## config.mk

```make
export PLATFORM = sky130hd
export DESIGN_NAME = sign_result_decoder_flat
export DESIGN_NICKNAME = d
export VERILOG_FILES = /design/src/rtl/sign_result_decoder_if.sv /design/src/rtl/sign_result_decoder.sv /design/src/flat_wrapper.sv
export SDC_FILE = /design/constraint.sdc
export NUM_CORES = 1
export LEC_CHECK = 0
export ABC_AREA = 1
export ABC_CLOCK_PERIOD_IN_PS = 3700
export CAP_MARGIN = 40
export CORE_UTILIZATION = 40
export CTS_BUF_LIST = sky130_fd_sc_hd__clkbuf_16
export CTS_CLUSTER_SIZE = 12
export DETAILED_ROUTE_END_ITERATION = 6
export SLEW_MARGIN = 20
export SYNTH_ARGS = -nofsm -noshare
export SYNTH_HDL_FRONTEND = slang
export SYNTH_SLANG_ARGS = --single-unit
export TNS_END_PERCENT = 1
```

## constraint.sdc

```tcl
create_clock -name clk -period 3.7 [get_ports clk]
set_clock_uncertainty 0.05 [all_clocks]
set_input_delay 0.74 -clock clk [delete_from_list [all_inputs] [get_ports clk]]
set_output_delay 0.74 -clock clk [all_outputs]
set_load 0.05 [all_outputs]
```

## src/rtl/sign_result_decoder_if.sv

```systemverilog
// Handshake bundle for sign_result_decoder: upstream result stream in, decoded display values out.
interface sign_result_decoder_if #(
  parameter int DATA_W = 8,
  parameter int DIGITS = 3
);
  logic                  in_valid;
  logic                  in_ready;
  logic [DATA_W-1:0]     in_data;
  logic                  out_valid;
  logic                  out_ready;
  logic                  out_sign;
  logic [DATA_W-1:0]     out_mag;
  logic [4*DIGITS-1:0]   out_bcd;
  logic                  out_zero;

  modport master (
    output in_valid, in_data, out_ready,
    input  in_ready, out_valid, out_sign, out_mag, out_bcd, out_zero
  );

  modport slave (
    input  in_valid, in_data, out_ready,
    output in_ready, out_valid, out_sign, out_mag, out_bcd, out_zero
  );
endinterface

```

## src/rtl/sign_result_decoder.sv

```systemverilog
// Decodes a signed two's-complement result into sign, magnitude and BCD digits (double-dabble).
// Optional SEG7_EN adds a registered active-low 7-segment output with leading-zero blanking.
//
// state | meaning
// IDLE  | ready for a new result
// ABS   | form |in_data| and clear the BCD register
// CONV  | one add-3/shift step per cycle, DATA_W steps
// DONE  | decoded outputs valid, waiting for out_ready
module sign_result_decoder #(
  parameter int DATA_W = 8,
  parameter int DIGITS = 3
) (
  input logic clk,
  input logic Clear_n,
  sign_result_decoder_if.slave bus
`ifdef SEG7_EN
  ,
  output logic [7*(DIGITS+1)-1:0] seg_n
`endif
);
  localparam int BCD_W = 4 * DIGITS;
  localparam int CNT_W = $clog2(DATA_W + 1);
  localparam logic [CNT_W-1:0]  LAST    = CNT_W'(DATA_W - 1);
  localparam logic [CNT_W-1:0]  CNT_ONE = CNT_W'(1);
  localparam logic [DATA_W-1:0] ONE     = DATA_W'(1);

  typedef enum logic [1:0] {IDLE, ABS, CONV, DONE} state_t;
  state_t state_q, state_d;

  logic [DATA_W-1:0] data_r, mag_r, shift_r, abs_val, out_mag_r;
  logic [BCD_W-1:0]  bcd_r, bcd_adj, bcd_next, out_bcd_r;
  logic [CNT_W-1:0]  cnt;
  logic              sign_r, out_sign_r, out_zero_r;
  logic              accept, last_shift;

  assign accept     = (state_q == IDLE) && bus.in_valid;
  assign last_shift = (state_q == CONV) && (cnt == LAST);
  // Most-negative input wraps to 2^(DATA_W-1), which is still a valid unsigned magnitude.
  assign abs_val    = sign_r ? (~data_r + ONE) : data_r;

  always_ff @(posedge clk or negedge Clear_n) begin
    if (!Clear_n) state_q <= IDLE;
    else          state_q <= state_d;
  end

  always_comb begin
    state_d = state_q;
    case (state_q)
      IDLE:    if (bus.in_valid) state_d = ABS;
      ABS:     state_d = CONV;
      CONV:    if (cnt == LAST) state_d = DONE;
      DONE:    if (bus.out_ready) state_d = IDLE;
      default: state_d = IDLE;
    endcase
  end

  always_comb begin
    bcd_adj = bcd_r;
    for (int i = 0; i < DIGITS; i++) begin
      if (bcd_r[4*i +: 4] >= 4'd5) bcd_adj[4*i +: 4] = bcd_r[4*i +: 4] + 4'd3;
    end
  end

  assign bcd_next = {bcd_adj[BCD_W-2:0], shift_r[DATA_W-1]};

  always_ff @(posedge clk or negedge Clear_n) begin
    if (!Clear_n) begin
      data_r     <= '0;
      sign_r     <= 1'b0;
      mag_r      <= '0;
      shift_r    <= '0;
      bcd_r      <= '0;
      cnt        <= '0;
      out_sign_r <= 1'b0;
      out_mag_r  <= '0;
      out_bcd_r  <= '0;
      out_zero_r <= 1'b0;
    end else begin
      if (accept) begin
        data_r <= bus.in_data;
        sign_r <= bus.in_data[DATA_W-1];
      end
      if (state_q == ABS) begin
        mag_r   <= abs_val;
        shift_r <= abs_val;
        bcd_r   <= '0;
        cnt     <= '0;
      end
      if (state_q == CONV) begin
        bcd_r   <= bcd_next;
        shift_r <= shift_r << 1;
        cnt     <= cnt + CNT_ONE;
      end
      if (last_shift) begin
        out_sign_r <= sign_r;
        out_mag_r  <= mag_r;
        out_bcd_r  <= bcd_next;
        out_zero_r <= (mag_r == '0);
      end
    end
  end

  assign bus.in_ready  = (state_q == IDLE);
  assign bus.out_valid = (state_q == DONE);
  assign bus.out_sign  = out_sign_r;
  assign bus.out_mag   = out_mag_r;
  assign bus.out_bcd   = out_bcd_r;
  assign bus.out_zero  = out_zero_r;

`ifdef SEG7_EN
  localparam logic [6:0] SEG_BLANK = 7'h7F;
  localparam logic [6:0] SEG_MINUS = 7'b0111111;

  logic [7*(DIGITS+1)-1:0] seg_d;
  logic                    lead;

  function automatic logic [6:0] seg_enc(input logic [3:0] d);
    case (d)
      4'd0:    seg_enc = ~7'h3F;
      4'd1:    seg_enc = ~7'h06;
      4'd2:    seg_enc = ~7'h5B;
      4'd3:    seg_enc = ~7'h4F;
      4'd4:    seg_enc = ~7'h66;
      4'd5:    seg_enc = ~7'h6D;
      4'd6:    seg_enc = ~7'h7D;
      4'd7:    seg_enc = ~7'h07;
      4'd8:    seg_enc = ~7'h7F;
      4'd9:    seg_enc = ~7'h6F;
      default: seg_enc = SEG_BLANK;
    endcase
  endfunction

  // Walk from the most significant digit down; blank until the first nonzero digit or the ones digit.
  always_comb begin
    seg_d = '1;
    lead  = 1'b1;
    seg_d[7*(DIGITS+1)-1 -: 7] = sign_r ? SEG_MINUS : SEG_BLANK;
    for (int i = DIGITS - 1; i >= 0; i--) begin
      if ((bcd_next[4*i +: 4] != 4'd0) || (i == 0)) lead = 1'b0;
      seg_d[7*i +: 7] = lead ? SEG_BLANK : seg_enc(bcd_next[4*i +: 4]);
    end
  end

  always_ff @(posedge clk or negedge Clear_n) begin
    if (!Clear_n)        seg_n <= '1;
    else if (last_shift) seg_n <= seg_d;
  end
`endif
endmodule

```

## src/flat_wrapper.sv

```systemverilog
// flat-port wrapper written by rule: the top's interface ports become plain ports
module sign_result_decoder_flat 
#(
  parameter int DATA_W = 8,
  parameter int DIGITS = 3
)
  (clk, Clear_n, bus_in_valid, bus_in_data, bus_out_ready, bus_in_ready, bus_out_valid, bus_out_sign, bus_out_mag, bus_out_bcd, bus_out_zero);
  sign_result_decoder_if #(.DATA_W(DATA_W), .DIGITS(DIGITS)) bus_i ();
  input logic clk;
  input logic Clear_n;
  input wire logic [$bits(bus_i.in_valid)-1:0] bus_in_valid;
  input wire logic [$bits(bus_i.in_data)-1:0] bus_in_data;
  input wire logic [$bits(bus_i.out_ready)-1:0] bus_out_ready;
  output wire logic [$bits(bus_i.in_ready)-1:0] bus_in_ready;
  output wire logic [$bits(bus_i.out_valid)-1:0] bus_out_valid;
  output wire logic [$bits(bus_i.out_sign)-1:0] bus_out_sign;
  output wire logic [$bits(bus_i.out_mag)-1:0] bus_out_mag;
  output wire logic [$bits(bus_i.out_bcd)-1:0] bus_out_bcd;
  output wire logic [$bits(bus_i.out_zero)-1:0] bus_out_zero;
  assign bus_i.in_valid = bus_in_valid;
  assign bus_i.in_data = bus_in_data;
  assign bus_i.out_ready = bus_out_ready;
  assign bus_in_ready = bus_i.in_ready;
  assign bus_out_valid = bus_i.out_valid;
  assign bus_out_sign = bus_i.out_sign;
  assign bus_out_mag = bus_i.out_mag;
  assign bus_out_bcd = bus_i.out_bcd;
  assign bus_out_zero = bus_i.out_zero;
  sign_result_decoder #(.DATA_W(DATA_W), .DIGITS(DIGITS)) u_core (.clk(clk), .Clear_n(Clear_n), .bus(bus_i));
endmodule
```

======== After elaboration in Yosys (flattened, before gate mapping) ========
Index checks and enable logic that the tools add are counted.
word-level totals
  flip-flop bits (word level) ............. 65
  word-level logic and storage cells ...... 47
  output and inout port bits .............. 24
  input bits .............................. 12
cells by class
  muxes and demuxes ....................... 14
  eq/ne operators ......................... 7
  bitwise operators ....................... 1
  reduce and logical (&&, ||, !) cells .... 6
  add/sub/neg operators ................... 5
  order comparisons ....................... 3
operators with widths
  operator             count
  $mux 12              2
  $mux 8               3
  $mux 4               4
  $ge 4x3->1 const B   3
  $add 4x2->4 const B  2
  $add 8x1->8 const B  1
  $logic_not 8->1      1
  $not 8->8            1
  $pmux 2 s4           1
  $mux 2               3
  $ne 2x2->1 const B   3
  $add 4x1->4 const B  1
  $eq 2x2->1 const B   2
  $eq 4x3->1 const B   1
  $add 3x2->3 const B  1
  $mux 3               1
  $reduce_and 3->1     1
  $eq 2x1->1 const B   1
  $logic_and 1x1->1    2
  $logic_not 2->1      1
  $reduce_bool 2->1    1

======== Depth between registers and ports, before layout ========
  depth in word-level cells ............... 5
  mapped depth ............................ 9
  gate-level depth less buffers ........... 9

======== Worst setup path after synthesis ========
No wires, ideal clock.
  path kind ............................... reg-to-output
  from .................................... reg u_core.state_q[0]
  to ...................................... out bus_in_ready
  path slack .............................. 1.938 ns
  stages on the path, launching flop included .. 3
  path buffers ............................ 0
  data arrival time ....................... 0.972 ns
  data required time ...................... 2.910 ns
  cell sequence ........................... dfrtp_1 -> inv_1 -> ha_1
on the way
  word-level cells in the longest chain between the ends .. 1
ends and longest elaborated chain
  item                      RTL line                    source
  start: declaration        sign_result_decoder.sv:28   state_t state_q, state_d;
  start signal: assignment  sign_result_decoder.sv:43   else state_q <= state_d;
  $logic_not 2->1           sign_result_decoder.sv:103  assign bus.in_ready = (state_q == IDLE);
  end: declaration          flat_wrapper.sv:14          output wire logic [$bits(bus_i.in_ready)-1:0] bus_in_ready;
Every way passes these cells.

======== Worst setup path after layout ========
Ends and elaborated chain as after synthesis.

==> flow_summary.yaml <==
outcome:
  status: "finished, final reports clean"
drt:
  wl_um: 6010
  ant_nets: 0
  wl_per_cell_um: 11.97
  drtIter0Drc: 87
  drtPass1Iterations: 4
  drc_errors: 0
  vias: 2368
  via_per_inst: 4.717
clock_tree:
  clock_path_buffers: 2
  cts.sinks: 64
  clockRootBuffer: "clkbuf_16"
  clk_pin_slew_ns: 0.05
  cts_tree: "built"
  post_cts_buffers: 0
  clock_latency_ns: 0.32
  cts_resized: 0
  cts_made_buffers: 9
  hold_buffers: 0
  h-tree-depth: 3
floorplan:
  die_h_um: 89.63
  die-area_um2: 8034
  io_pins: 36
  core_um2: 7331
  die-width_um: 89.63
  initial_core_util_pct: 41.90
  rows: 31
placement:
  gp_congestion: 0.8013
  numPortBuffers: 35
  place_area_um2: 3485
  dp_hpwl_um: 4186
setup_path:
  critical_path_arrival_ns: 1.89
  worst_path_largest_cell_delay_ns: 0.82
  path_cells: "inv_1 -> ha_1 -> clkdlybuf4s50_1"
  end_kind: "output pin"
  worstSetupPathType: "reg -> out"
  startpoint_type: "flop"
  cp.required_ns: 2.91
  crit_path_max_fanout: 4
  slowest_stage: "clkdlybuf4s50_1"
yosys:
  netlist.area_leader.share_pct: 52.14
  yosysTopAreaCell: "dfrtp_1"
  syn_inst: 361
  synth-seq-cells: 64
  ys_seq_area_share_pct: 52.14
  syn_avg_cell_area_um2: 8.509
  synthDistinctLibCells: 25
  synth_ff_type: "dfrtp_1"
  syn_nets: 386
  synth_most_common_cell: "nand2_1"
  netlist_top_cells_count: "nand2_1 (116), dfrtp_1 (64), inv_1 (45)"
  synth-edff-count: 0
  synth_area_um2: 3072
  ys_top_cells_by_area: "dfrtp_1 (52%), nand2_1 (14%), inv_1 (5.5%)"
  ys_warn_count: 0
  async_flop_share_pct: 100.0
global_route:
  antenna_found_initial: 0
  grt_use_total_pct: 17.62
  grt_pass1_vias: 2307
  grt-ovfl-total: 0
  grt_pass1_wl_um: 10650
  grt_max_degree: 39
sta:
  final.min_clock_period_ns: 2.680
  final_hold_viol_count: 0
  min_period_over_period_pct: 72.43
  slew_headroom_pct: 61.39
  finalMaxSlewViolations: 0
  fmax_mhz: 373.2
  setup_viol: 0
  tightest_slew_ns: 0.5783
  rsz0062_at_grt: "false"
  setup_tns_ns: 0
pwr:
  ir_drop_uv: 534.9
  powerDensity_nw_per_um2: 700.9
  p_leak_nw: 1.909
min_path:
  holdCritPathClass: "in -> async"
finish:
  diodes: 0
  drive_gt1_share_pct: 7.196
  fin_util_pct: 51.36
  nets: 423
  syn2layout_area_growth_pct: 22.57
  design_area_um2: 3765
flow_run:
  maxCapViolCount: 0
[layout by cell type, fill, tap and decap left out, types with 2 or more instances in the layout]
cell	count
clkbuf_16	9
nand4_1	4
mux2_2	2
a21oi_1	8
nand3_1	24
o21ai_1	3
clkinv_2	2
ha_1	13
a21o_1	2
nand2_1	116
o22ai_1	8
buf_4	3
dfrtp_1	64
xor2_1	3
inv_2	2
o21ai_2	8
o211ai_1	2
o21ai_0	21
clkinv_1	2
nor2_1	20
inv_1	47
clkdlybuf4s50_1	34
[worst max-delay path: cells and delay by family, from the launching register on]
family | cells | cell delay, ns
buffers and inverters | 2 | 0.95
adder cells (fa/ha/maj) | 1 | 0.21
flip-flops | 1 | 0.42
[power breakdown]
| part | internal [mW] | switching [mW] |
|---|---|---|
| Clock | 0.508 | 0.287 |
| Sequential | 0.861 | 0.114 |
| Combinational | 0.279 | 0.590 |
[logic make-up after synthesis]
kind of cell	after synthesis	share of synthesized area (%)
AOI/OAI and AO/OA	54	10.63
xor gates and xnor gates	3	0.8556
buffers and inverters	59	8.310
DFF	64	52.14
muxes	2	0.7331
adders and majority gates	13	5.295
and+or+nand+nor	166	22.04
[metal layers]
metal	wire, µm	track usage (%)
met1	2998	23.77
met2	2696	26.86
met3	186	3.565
met4	129	9.235
met5	0	0
[path summary, 6_finish.rpt]
| check | cells after the start | start | slack (ns) | endpoint |
|---|---|---|---|---|
| max in group asynchronous | 2 | Clear_n | 2.83 | u_core.shift_r[2] |
| worst min-delay path | 2 | Clear_n | 0.37 | u_core.bus.out_mag[1] |
| worst max-delay path | 3 | u_core.state_q[0] | 1.02 | bus_in_ready |
| worst min register to register | 2 | u_core.bus.out_mag[6] | 0.42 | u_core.bus.out_mag[6] |
| min in group clk | 2 | u_core.bus.out_mag[6] | 0.42 | u_core.bus.out_mag[6] |
| worst max register to register | 7 | u_core.state_q[0] | 1.35 | u_core.shift_r[2] |
[metrics by stage]
step / std cells / power, mW / hold WS (ns) / setup slack, ns
4_1_cts: 502 / 2.665 / 0.3781 / 1.013
5_1_grt: 502 / 2.847 / 0.3998 / 0.9368
3_5_place_dp: 486 / 1.859 / 0.4128 / 1.347
6_report: 502 / 2.639 / 0.3664 / 1.020
3_3_place_gp: 486 / 1.839 / 0.4068 / 1.410
2_1_floorplan: 361 / 1.631 / 0.3944 / 1.938
[cell type report]
| class | instances | area, µm² |
|---|---|---|
| tap | 99 | 123.9 |
| clock buffer | 9 | 225.2 |
| clock inverter | 7 | 55.05 |
| multi-input combinational | 238 | 1215 |
| timing repair buffer | 38 | 367.9 |
| sequential | 64 | 1602 |
| inverter | 47 | 176.4 |
| fill | 701 | 3566 |
[flip-flops by register name (all words and copies together), names as in the netlist]
register	cells
u_core.bcd_r	12
u_core.mag_r	8
u_core.data_r	7
u_core.shift_r	8
u_core.bus.out_sign	1
u_core.bus.out_zero	1
u_core.bus.out_mag	8
u_core.sign_r	1
u_core.bus.out_bcd	12
u_core.cnt	4
u_core.state_q	2
(Power assumes the default switching activity.)
